$ cat src/rtl/cpu_types_pkg.sv
// Shared types for the memory arbiter: RAM handshake states, word type,
// arbiter FSM states and the request source encoding.
package cpu_types_pkg;
  typedef logic [31:0] word_t;
  typedef enum logic [1:0] {FREE, BUSY, ACCESS, ERROR} ramstate_t;
  typedef enum logic {ARB, SERVE} arb_state_t;
  typedef enum logic [1:0] {SRC_DW, SRC_DR, SRC_I} src_t;
  localparam int BURST_DEF = 2;
endpackage

$ cat src/rtl/mem_arb_pick.sv
// Combinational grant selector: first CPU with any request, searching upward from ptr
// (ptr tied to 0 gives fixed lowest-index priority); within a CPU dWEN > dREN > iREN.
module mem_arb_pick import cpu_types_pkg::*; #(
  parameter int CPUS = 2,
  parameter int CW   = (CPUS > 1) ? $clog2(CPUS) : 1
) (
  input  logic [CPUS-1:0] ireq,
  input  logic [CPUS-1:0] drd,
  input  logic [CPUS-1:0] dwr,
  input  logic [CW-1:0]   ptr,
  output logic            valid,
  output logic [CW-1:0]   cpu,
  output src_t            src
);
  int j;

  always_comb begin
    valid = 1'b0;
    cpu   = '0;
    src   = SRC_DR;
    j     = 0;
    for (int k = 0; k < CPUS; k++) begin
      j = int'(ptr) + k;
      if (j >= CPUS) j = j - CPUS;
      if (!valid && (ireq[j] || drd[j] || dwr[j])) begin
        valid = 1'b1;
        cpu   = CW'(j);
        src   = dwr[j] ? SRC_DW : (drd[j] ? SRC_DR : SRC_I);
      end
    end
  end
endmodule

$ cat src/rtl/mem_arb_ctrl.sv
// Arbitrates CPUS icache/dcache pairs onto one RAM port with bursts of up to BURST words.
// Define MEM_ARB_RR_EN for round-robin CPU selection; otherwise lowest CPU index wins.
module mem_arb_ctrl import cpu_types_pkg::*; #(
  parameter int CPUS  = 2,
  parameter int BURST = BURST_DEF
) (
  input  logic                CLK,
  input  logic                RST,
  input  logic [CPUS-1:0]     iREN,
  input  logic [CPUS-1:0]     dREN,
  input  logic [CPUS-1:0]     dWEN,
  input  word_t [CPUS-1:0]    iaddr,
  input  word_t [CPUS-1:0]    daddr,
  input  word_t [CPUS-1:0]    dstore,
  output word_t [CPUS-1:0]    iload,
  output word_t [CPUS-1:0]    dload,
  output logic [CPUS-1:0]     iwait,
  output logic [CPUS-1:0]     dwait,
  output logic                ramREN,
  output logic                ramWEN,
  output word_t               ramaddr,
  output word_t               ramstore,
  input  word_t               ramload,
  input  ramstate_t           ramstate
);
  localparam int CW = (CPUS > 1) ? $clog2(CPUS) : 1;
  localparam int BW = $clog2(BURST + 1);

  arb_state_t      state_q, state_d;
  logic [CW-1:0]   gcpu_q, gcpu_d;
  src_t            gsrc_q, gsrc_d;
  logic [BW-1:0]   burst_cnt, cnt_d, cnt_inc;
  logic            req_act, done;
  logic            pick_valid;
  logic [CW-1:0]   pick_cpu, pick_ptr;
  src_t            pick_src;

`ifdef MEM_ARB_RR_EN
  logic [CW-1:0]   ptr_q, ptr_d;
  assign pick_ptr = ptr_q;
  assign ptr_d    = (int'(gcpu_q) == CPUS - 1) ? '0 : gcpu_q + CW'(1);

  // Pointer moves past the granted CPU whenever a grant ends.
  always_ff @(posedge CLK) begin
    if (RST)                             ptr_q <= '0;
    else if (state_q == SERVE && done)   ptr_q <= ptr_d;
  end
`else
  assign pick_ptr = '0;
`endif

  mem_arb_pick #(.CPUS(CPUS), .CW(CW)) u_pick (
    .ireq  (iREN),
    .drd   (dREN),
    .dwr   (dWEN),
    .ptr   (pick_ptr),
    .valid (pick_valid),
    .cpu   (pick_cpu),
    .src   (pick_src)
  );

  always_ff @(posedge CLK) begin
    if (RST) begin
      state_q   <= ARB;
      gcpu_q    <= '0;
      gsrc_q    <= SRC_DR;
      burst_cnt <= '0;
    end else begin
      state_q   <= state_d;
      gcpu_q    <= gcpu_d;
      gsrc_q    <= gsrc_d;
      burst_cnt <= cnt_d;
    end
  end

  assign cnt_inc = burst_cnt + BW'(1);

  always_comb begin
    state_d  = state_q;
    gcpu_d   = gcpu_q;
    gsrc_d   = gsrc_q;
    cnt_d    = burst_cnt;
    done     = 1'b0;
    ramREN   = 1'b0;
    ramWEN   = 1'b0;
    ramaddr  = '0;
    ramstore = '0;
    iwait    = '1;
    dwait    = '1;
    iload    = '0;
    dload    = '0;
    case (gsrc_q)
      SRC_DW:  req_act = dWEN[gcpu_q];
      SRC_DR:  req_act = dREN[gcpu_q];
      default: req_act = iREN[gcpu_q];
    endcase

    case (state_q)
      ARB: begin
        if (pick_valid) begin
          state_d = SERVE;
          gcpu_d  = pick_cpu;
          gsrc_d  = pick_src;
          cnt_d   = '0;
        end
      end
      default: begin
        // Enables follow the live request so a dropped request never reaches RAM.
        ramaddr  = (gsrc_q == SRC_I) ? iaddr[gcpu_q] : daddr[gcpu_q];
        ramstore = (gsrc_q == SRC_I) ? '0 : dstore[gcpu_q];
        ramWEN   = req_act && (gsrc_q == SRC_DW);
        ramREN   = req_act && (gsrc_q != SRC_DW);
        if (!req_act) begin
          done = 1'b1;
        end else if (ramstate == ACCESS) begin
          if (gsrc_q == SRC_I) begin
            iwait[gcpu_q] = 1'b0;
            iload[gcpu_q] = ramload;
          end else begin
            dwait[gcpu_q] = 1'b0;
            dload[gcpu_q] = ramload;
          end
          if (int'(cnt_inc) < BURST) cnt_d = cnt_inc;
          else                       done  = 1'b1;
        end
        if (done) begin
          state_d = ARB;
          cnt_d   = '0;
        end
      end
    endcase
  end
endmodule

$ cat config.mk
export PLATFORM = sky130hd
export DESIGN_NAME = mem_arb_ctrl
export DESIGN_NICKNAME = d
export VERILOG_FILES = /design/src/rtl/cpu_types_pkg.sv /design/src/rtl/mem_arb_pick.sv /design/src/rtl/mem_arb_ctrl.sv
export SDC_FILE = /design/constraint.sdc
export NUM_CORES = 1
export LEC_CHECK = 0
export ABC_AREA = 1
export CAP_MARGIN = 40
export CELL_PAD_IN_SITES_DETAIL_PLACEMENT = 1
export CELL_PAD_IN_SITES_GLOBAL_PLACEMENT = 2
export CORE_AREA = 2 2 169 171
export DETAILED_ROUTE_END_ITERATION = 12
export DIE_AREA = 0 0 171 173
export PLACE_DENSITY_LB_ADDON = 0.1
export SYNTH_ARGS = -nofsm -noshare
export SYNTH_HDL_FRONTEND = slang
export SYNTH_SLANG_ARGS = --single-unit
$ cat constraint.sdc
create_clock -name CLK -period 5 [get_ports CLK]
set_clock_uncertainty 0.2 [all_clocks]
set_input_delay 1 -clock CLK [delete_from_list [all_inputs] [get_ports CLK]]
set_output_delay 1 -clock CLK [all_outputs]
set_load 0.02 [all_outputs]
# Word-level counts from Yosys, hierarchy flattened
# Cells that the tools add are included.
# W data, S select, Z words.
[word_totals]
register_bits = 6
latchBits = 0
mem_bits_rw = 0
romBits = 0
mem_count = 0
[op_classes]
add_sub_neg = 1
n_mul = 0
div_mod_pow = 0
n_lt_le_gt_ge = 3
eq_ne = 6
shift = 0
mux = 61
bitwise_logic = 3
n_reduce_logical = 14
[ops]
columns = ["operator", "n"]
rows = [
  ["$mux W64", 8],
  ["$mux W32", 11],
  ["$and A64 B64 Y64", 1],
  ["$mux W2", 20],
  ["$demux W32 S1", 1],
  ["$mux W1", 19],
  ["$ne A3 B1 Y1 const B", 3],
  ["$eq A2 B2 Y1 const B", 2],
  ["$logic_and A1 B1 Y1", 4],
  ["$logic_or A1 B1 Y1", 4],
  ["$reduce_and A4 Y1", 1],
  ["$reduce_bool A2 Y1", 2],
  ["$add A2 B1 Y2 const B", 1],
  ["$eq A2 B1 Y1 const B", 1],
  ["$logic_not A2 Y1", 1],
  ["$lt A1 B2 Y1 const B", 1],
  ["$lt A2 B2 Y1 const B", 1],
  ["$not A2 Y2", 1],
  ["$pmux W1 S2", 1],
  ["$reduce_and A2 Y1", 1],
  ["$demux W1 S1", 1],
  ["$ge A1 B1 Y1 const B", 1],
  ["$logic_not A1 Y1", 1],
  ["$not A1 Y1", 1],
]

# Logic depth before layout (Yosys ltp)
# Gate-level depths: netlist of run 1.
[depth]
ltp_word = 9
mapped_depth = 9

# Hierarchy
# From an unflattened synthesis of run 1, not the netlist that was laid out.
[unflattened]
hier_cells = 469
area_unflattened_um2 = 2587.5
[modules_own_cells]
columns = ["mod", "instances", "cells_each", "area_per_inst_um2"]
rows = [
  ["mem_arb_ctrl", 1, 426, 2351.0],
  ["mem_arb_pick", 1, 43, 236.5],
]

# Worst setup path after synthesis of run 1
# Ideal clock, no wire load.
[synth_path]
path_type = "input port to output port"
start = "input ramstate[0]"
end = "output dload[23] (netlist name)"
t_arrival_ns = 1.962
path_slack_ns = 1.838
stages = 6
path_buffers = 1
path_cell_list = "inv_1 nand2_1 nor2_4 nand3_4 buf_4 nor2_1"
[synth_rtl]
columns = ["item", "line_no", "rtl"]
rows = [
  ["from (decl)", "mem_arb_ctrl.sv:24", "input ramstate_t ramstate"],
  ["to (decl)", "mem_arb_ctrl.sv:16", "output word_t [CPUS-1:0] dload,"],
]

==> flow_summary.toml, run 1 <==
[timing]
holdWs_ns = 0.2814
relSlewSlack_pct = 46.15
finalCritPeriodShare_pct = 88.76
rsz0062_at_grt = "no"
tightestPinTransition_ns = 0.8077
period_needed_ns = 4.438
hold_violations = 0
setup_viol_count_final = 0
drv_slew = 0
clock.fmax_ghz = 0.2253
finalSetupTns_ns = 0

[die]
dieArea_um2 = 29580
core_area_um2 = 27630
die_y_um = 173
die_w_um = 171
start_util_pct = 8.772
rows = 61
num_io_pins = 432

[clock_network]
cts_sinks = 6
postCtsSetupBuffers = 0
path_clk_slew_ns = 0.03
htreeDepth = 1
tritoncts = "built"
clk_latency_ns = 0.23
holdBufCountCts = 0
cts_root_buf = "clkbuf_16"
numCtsBuffers = 3
cts_resized = 0
cts_buffer_depth = 2

[grt]
grt_max_degree = 69
grt_use_total_pct = 13.92
overflow = 0
grt_pass1_vias = 5122
grt_first_pass_wirelength_um = 32020
antenna_found_initial = 0

[cells_and_area]
insertedDiodeCount = 0
layout_common_cells = "431 x clkdlybuf4s50_1, 169 x nor2_1, 96 x a22oi_1, 43 x inv_1, 37 x a21oi_1"
multi_input_area_um2 = 1866
nets = 1079
area_delta_synth_final_pct = 192.1
final_layout_size_suffix_gt1_share_pct = 3.321
fill_cells = 3364
regArea_um2 = 120.1
layout_commonest_cell = "clkdlybuf4s50_1"

[placed_design]
finalWeightedCongestion = 0.7483
dp_hpwl_um = 18620
io_buffers = 431

[worst_setup_path]
startpoint_type = "input pin"
critPathArrivalTime_ns = 3.24
endpoint_kind = "output port"
crit_required_ns = 3.80
worstSetupPathType = "in -> out"
cp_max_fo = 33

[drt]
viasPerCell = 3.890
drt_iter0_drc = 112
routed_wl_um = 22250
drc = 0
wl_met3_um = 2196
avgRoutedWirePerCell_um = 18.23
top_layer_used = "met4"
antenna_left = 0
vias = 4750
wl_met2_um = 11970
drt-met1-wl_um = 7969
first_pass_iters = 4

[status]
status = "finished, final reports clean"

[synthesis]
postSynthCellCount = 441
syn_area_per_cell_um2 = 5.496
ys_types = 23
synth_area_um2 = 2424
syn_nets = 675
synth_seq_area_share_pct = 4.956
yosys_register_bits = 6
yosysWarnings = 0

[min_path]
min_path_type = "reg -> reg"

[pwr]
power_leakage_nw = 2.626
irDropWorstVdd_mv = 0.08330
powerDensity_nw_per_um2 = 101.3

[flow_run]
drv_cap = 0
[routing by layer]
metal / vias up / GRT usage, %
met4: 0 / 1.165
li1: 2298 / -
met2: 264 / 28.51
met3: 6 / 4.395
met1: 2182 / 13.81
met5: - / 0
[per-stage QoR]
stage | total power (W) | util, % | area, um2 | instances | setup slack, ns
global route | 0.0007642 | 25.62 | 7079 | 1221 | 0.3528
CTS | 0.0007295 | 25.62 | 7079 | 1221 | 0.4705
global placement | 0.0005916 | 25.35 | 7004 | 1218 | 0.4942
floorplan | 0.0002670 | - | 2424 | 441 | 1.838
finish | 0.0007170 | 25.62 | 7079 | 1221 | 0.5619
detailed placement | 0.0005957 | 25.35 | 7004 | 1218 | 0.4774
[cell usage after synthesis (all sizes together)]
library cell / instances / area [um2]
a21oi: 37 / 185.2
a22oi: 96 / 720.7
a31oi: 1 / 6.260
buf: 32 / 242.7
clkbuf: 7 / 26.28
dfxtp: 6 / 120.1
inv: 47 / 178.9
nand2: 21 / 81.33
nand3: 12 / 137.6
nor2: 174 / 680.7
nor3: 3 / 15.01
nor4: 1 / 6.260
o21ai: 3 / 15.01
o21bai: 1 / 7.510
[where the power goes]
group	switching, W	internal (W)	total, W
Clock	0.0000259	0.000103	0.000128
Combinational	0.000237	0.000295	0.000532
Sequential	0.00000503	0.0000518	0.0000568
[area by class of cell]
cell class                      count  area share, %
Clock buffer                        3          1.060
Inverter                           47          2.527
Multi-Input combinational cell    349          26.35
Sequential cell                     6          1.697
Tap cell                          378          6.681
Timing Repair Buffer              438          61.68
[cells by family (layout without fill, tap and decap cells)]
logic type      after synthesis  count (layout)  share of synthesized area, %
compound gates              138             138                         38.56
buf+inv                      86             488                         18.48
flops                         6               6                         4.956
simple gates                211             211                         38.00
[critical path: stages]
cell             delay, ns
clkdlybuf4s50_1       0.51
nand2_1               0.09
nand3_2               0.12
nand3_4               0.11
inv_4                 0.13
nand3_4               0.35
nor2_1                0.24
clkdlybuf4s50_1       0.66
[sequential cells by signal, summed over array words and instances (netlist names)]
signal	count
burst_cnt	2
gcpu_q	1
gsrc_q	2
state_q	1
[path summary, 6_finish.rpt]
kind / start / end / slack (ns) / depth (start not counted)
worst min-delay path: burst_cnt[1]$_SDFFE_PP0P_ / burst_cnt[1]$_SDFFE_PP0P_ / 0.28 / 2
worst max-delay path: dWEN[1] / dload[16] / 0.56 / 8
worst min register to register: burst_cnt[1]$_SDFFE_PP0P_ / burst_cnt[1]$_SDFFE_PP0P_ / 0.28 / 2
worst max register to register: state_q$_SDFF_PP0_ / burst_cnt[0]$_SDFFE_PP0P_ / 2.77 / 8
(Power assumes the default switching activity.)
==> run 2, diff against run 1 <==
- CORE_AREA: 2 2 169 171 -> default
- CORE_MARGIN: default -> 10
- CORE_UTILIZATION: default -> 10
- DIE_AREA: 0 0 171 173 -> default
==> run 2 against run 1 <==
Sequential power about the same. Die area increased by 4.3%. Via count increased by 1.1%. Largest power group unchanged. Highest routed layer unchanged.
==> flow_summary.toml, run 2 (synthesized netlist as in run 1, its figures left out) <==
[timing]
hold_violations = 0
rsz0062_at_grt = "no"
finalCritPeriodShare_pct = 90.20
drv_slew = 0
setup_slack_ns = 0.4901
clock.fmax_ghz = 0.2217
finalSetupTns_ns = 0
tightestPinTransition_ns = 0.7959
relSlewSlack_pct = 46.94
setup_viol_count_final = 0
holdWs_ns = 0.2651
period_needed_ns = 4.510

[flow_run]
drv_cap = 0

[placed_design]
dp_hpwl_um = 23120
pre_cts_ws_ns = 0.4286
finalWeightedCongestion = 0.9038
io_buffers = 431
place_area_um2 = 6918

[pwr]
clkPwrFrac_pct = 17.8
p_switching_w = 0.0002709
power_frac_seq_pct = 7.9
switching_share_pct = 37.65
power_leakage_nw = 2.620
irDropWorstVdd_mv = 0.07942
pwr-share-comb_pct = 74.3
internal_power_w = 0.0004486
powerDensity_nw_per_um2 = 102.8

[clock_network]
cts_sinks = 6
cts_root_buf = "clkbuf_16"
htreeDepth = 1
numCtsBuffers = 3
cts_resized = 0
clk_latency_ns = 0.23
path_clk_slew_ns = 0.03
tritoncts = "built"
holdBufCountCts = 0
cts_buffer_depth = 2
postCtsSetupBuffers = 0

[cells_and_area]
final_layout_size_suffix_gt1_share_pct = 3.207
layout_commonest_cell = "clkdlybuf4s50_1"
reg_top3 = "burst_cnt: 2 flops, gsrc_q: 2 flops"
fill_cells = 2951
finalInstanceArea_um2 = 6998
nets = 1078
finish.utilization_pct = 29.55
layout_common_cells = "431 x clkdlybuf4s50_1, 169 x nor2_1, 96 x a22oi_1, 43 x inv_1, 37 x a21oi_1"
area_delta_synth_final_pct = 188.7

[drt]
drc = 0
vias = 4801
routed_wl_um = 26790
avgRoutedWirePerCell_um = 23.04
drt_iter0_drc = 169
first_pass_iters = 4
antenna_left = 0
viasPerCell = 4.128

[die]
dieArea_um2 = 30860
die_w_um = 175.7
rows = 56
num_io_pins = 432
core_area_um2 = 23680
die_y_um = 175.7
start_util_pct = 10.23

[worst_setup_path]
max_stage_delay_ns = 0.70
critPathArrivalTime_ns = 3.31
startpoint_type = "input pin"
cp_max_fo = 33
crit_required_ns = 3.80
slowest_stage = "clkdlybuf4s50_1"
worstSetupPathType = "in -> out"
worstPathCellList = "clkdlybuf4s50_1 > nand2_1 > nand3_2 > nand3_4 > inv_4 > nand3_4 > nor2_1 > clkdlybuf4s50_1"
endpoint_kind = "output port"

[grt]
grt_use_total_pct = 15.74
grt_max_degree = 65
grt_pass1_vias = 5210
overflow = 0
antenna_found_initial = 2
grt_first_pass_wirelength_um = 37170

[status]
status = "finished, final reports clean"

[min_path]
min_path_type = "reg -> reg"
==> run 2: cell count changes in the layout (fill, tap and decap cells not counted), sizes merged <==
| cell | change |
|---|---|
| diode | +2 |
| buf | -1 |
==> run 2: cell type report <==
cell class / instances / area, um2 / share of cell area (%)
multi-input combinational: 349 / 1861 / 26.59
clock buffer: 3 / 75.07 / 1.073
antenna: 2 / 5.005 / 0.07152
tap: 319 / 399.1 / 5.704
inverter: 47 / 178.9 / 2.557
timing repair buffer: 437 / 4359 / 62.29
sequential: 6 / 120.1 / 1.716
==> run 2: power by group through the flow <==
stage / Combinational, W / Sequential, W / Clock (W)
floorplan: 0.000211 / 0.0000559 / 0
global placement: 0.000537 / 0.0000574 / 0
detailed placement: 0.000540 / 0.0000573 / 0
CTS: 0.000543 / 0.0000567 / 0.000130
global route: 0.000575 / 0.0000573 / 0.000133
finish: 0.000535 / 0.0000566 / 0.000128
==> run 2: final timing paths <==
check	start	endpoint	slack, ns	depth (start not counted)
worst min register to register	burst_cnt[1]$_SDFFE_PP0P_	burst_cnt[1]$_SDFFE_PP0P_	0.27	2
worst max register to register	state_q$_SDFF_PP0_	burst_cnt[0]$_SDFFE_PP0P_	3.03	7
worst max-delay path	dWEN[1]	dload[48]	0.49	8
worst min-delay path	burst_cnt[1]$_SDFFE_PP0P_	burst_cnt[1]$_SDFFE_PP0P_	0.27	2
==> run 2: metal layers <==
layer | global-route usage (%) | vias to the layer above | part of all wire (%)
met4 | 2.190 | 0 | 0.90
li1 | - | 2295 | -
met3 | 5.919 | 13 | 9.6
met2 | 31.42 | 260 | 54
met1 | 15.11 | 2233 | 35
met5 | 0 | - | 0
==> run 2: critical path: cells and delay by family <==
family                 cells  cell delay (ns)
buffers and inverters      3             1.33
AND/OR/NAND/NOR            5             0.96
==> run 2: per-stage QoR <==
step,power [W],std cells
6_report,0.0007195,1163
5_1_grt,0.0007652,1163
4_1_cts,0.0007298,1161
3_5_place_dp,0.0005976,1158
3_3_place_gp,0.0005942,1158
2_1_floorplan,0.0002670,441
==> run 3, diff against run 2 <==
- PLACE_DENSITY_LB_ADDON: 0.1 -> 0.05
==> run 3 against run 2 <==
Worst setup slack improved by 0.072 ns. Sequential share of layout area about the same. Utilization about the same. Global-route usage about the same. Via count decreased by 0.25%. Routed wire length decreased by 0.50%. Clock power about the same. Count of clock-buffer cells in the layout unchanged. Largest power group unchanged.
==> flow_summary.toml, run 3 (synthesized netlist as in run 1, its figures left out) <==
[pwr]
clkPwrFrac_pct = 17.9
p_switching_w = 0.0002709
irDropWorstVdd_mv = 0.07907
switching_share_pct = 37.59
power_frac_seq_pct = 7.8
power.total_w = 0.0007206
internal_power_w = 0.0004497
pwr-share-comb_pct = 74.2
power_leakage_nw = 2.623
powerDensity_nw_per_um2 = 102.8

[worst_setup_path]
worstPathCellList = "clkdlybuf4s50_1 > nand2_1 > nand3_2 > nand3_4 > inv_4 > nand3_4 > nor2_1 > clkdlybuf4s50_1"
endpoint_kind = "output port"
max_stage_delay_ns = 0.68
cp_num_buf_inv = 3
slowest_stage = "clkdlybuf4s50_1"
critPathTopFamily = "buffers and inverters"
critPathArrivalTime_ns = 3.24
cp_max_fo = 33
startpoint_type = "input pin"
crit_required_ns = 3.80
r2r_slack_ns = 2.81
worstSetupPathType = "in -> out"

[clock_network]
cts_root_buf = "clkbuf_16"
numCtsBuffers = 3
tritoncts = "built"
cts_resized = 0
postCtsSetupBuffers = 0
htreeDepth = 1
path_clk_slew_ns = 0.03
cts_sinks = 6
cts_buffer_depth = 2
holdBufCountCts = 0
clk_latency_ns = 0.23

[timing]
setup_slack_ns = 0.5625
setup_viol_count_final = 0
tightestPinTransition_ns = 0.8006
holdWs_ns = 0.2619
finalSetupTns_ns = 0
relSlewSlack_pct = 46.62
finalCritPeriodShare_pct = 88.75
clock.fmax_ghz = 0.2254
drv_slew = 0
hold_violations = 0
rsz0062_at_grt = "no"
period_needed_ns = 4.438

[cells_and_area]
finish.utilization_pct = 29.59
nets = 1077
layout_common_cells = "431 x clkdlybuf4s50_1, 169 x nor2_1, 96 x a22oi_1, 43 x inv_1, 37 x a21oi_1"
reg_top3 = "burst_cnt: 2 flops, gsrc_q: 2 flops"
area_delta_synth_final_pct = 189.2
layout_commonest_cell = "clkdlybuf4s50_1"
final_layout_size_suffix_gt1_share_pct = 3.092

[min_path]
min_path_type = "reg -> reg"

[drt]
avgRoutedWirePerCell_um = 22.94
viasPerCell = 4.121
drc = 0
drt_iter0_drc = 126
vias = 4789
antenna_left = 0
routed_wl_um = 26660
first_pass_iters = 4

[die]
dieArea_um2 = 30860
die_w_um = 175.7
core_area_um2 = 23680
rows = 56
die_y_um = 175.7
start_util_pct = 10.23
num_io_pins = 432

[placed_design]
dp_hpwl_um = 22880
pre_cts_ws_ns = 0.4507
finalWeightedCongestion = 0.8123
io_buffers = 431

[grt]
grt_pass1_vias = 5122
grt_first_pass_wirelength_um = 36970
grt_use_total_pct = 15.76
antenna_found_initial = 3
overflow = 0
grt_max_degree = 69

[status]
status = "finished, final reports clean"

[flow_run]
drv_cap = 0
[run 3: cell types whose count changed in the layout (fill, tap and decap cells not counted), sizes merged]
cell and change:
buf -1
[run 3: through the flow]
stage	cell area, um2	instances
after detailed placement	6928	1157
after floorplan	2424	441
after global routing	7008	1162
final	7008	1162
after CTS	7003	1160
after global placement	6928	1157
[run 3: power by group through the flow]
stage / combinational (W) / clock, W / sequential, W
final: 0.000535 / 0.000129 / 0.0000565
after global routing: 0.000576 / 0.000135 / 0.0000574
after CTS: 0.000546 / 0.000132 / 0.0000563
after detailed placement: 0.000543 / 0 / 0.0000570
after global placement: 0.000540 / 0 / 0.0000571
after floorplan: 0.000211 / 0 / 0.0000559
[run 3: area by class of cell]
class	instances	area, um2
Tap cell	319	399.1
Timing Repair Buffer	436	4364
Inverter	47	178.9
Sequential cell	6	120.1
Clock buffer	3	75.07
Antenna cell	2	5.005
Fill cell	2946	16670
Multi-Input combinational cell	349	1866
[run 3: worst paths after layout]
| kind | from | endpoint | depth (start not counted) |
|---|---|---|---|
| hold reg to reg | burst_cnt[1]$_SDFFE_PP0P_ | burst_cnt[1]$_SDFFE_PP0P_ | 2 |
| setup reg to reg | state_q$_SDFF_PP0_ | burst_cnt[0]$_SDFFE_PP0P_ | 8 |
| setup / recovery | dREN[1] | iload[1] | 8 |
| hold / removal | burst_cnt[1]$_SDFFE_PP0P_ | burst_cnt[1]$_SDFFE_PP0P_ | 2 |
[run 3: worst register-to-register path, cell delays in order, from the launching register on]
cell and delay, ns:
dfxtp_1 0.34, inv_2 0.09, buf_4 0.60, o21ai_0 0.50, nand2_1 0.16, nand3_1 0.09, nand2_1 0.06, inv_1 0.03
nor2_1 0.06
[run 3: layer usage]
| layer | track usage [%] | vias to the layer above | wire length (um) |
|---|---|---|---|
| met3 | 5.576 | 10 | 2619 |
| met4 | 2.261 | 2 | 175 |
| met5 | 0 | - | 13 |
| li1 | - | 2296 | - |
| met1 | 15.25 | 2215 | 9270 |
| met2 | 31.54 | 266 | 14580 |
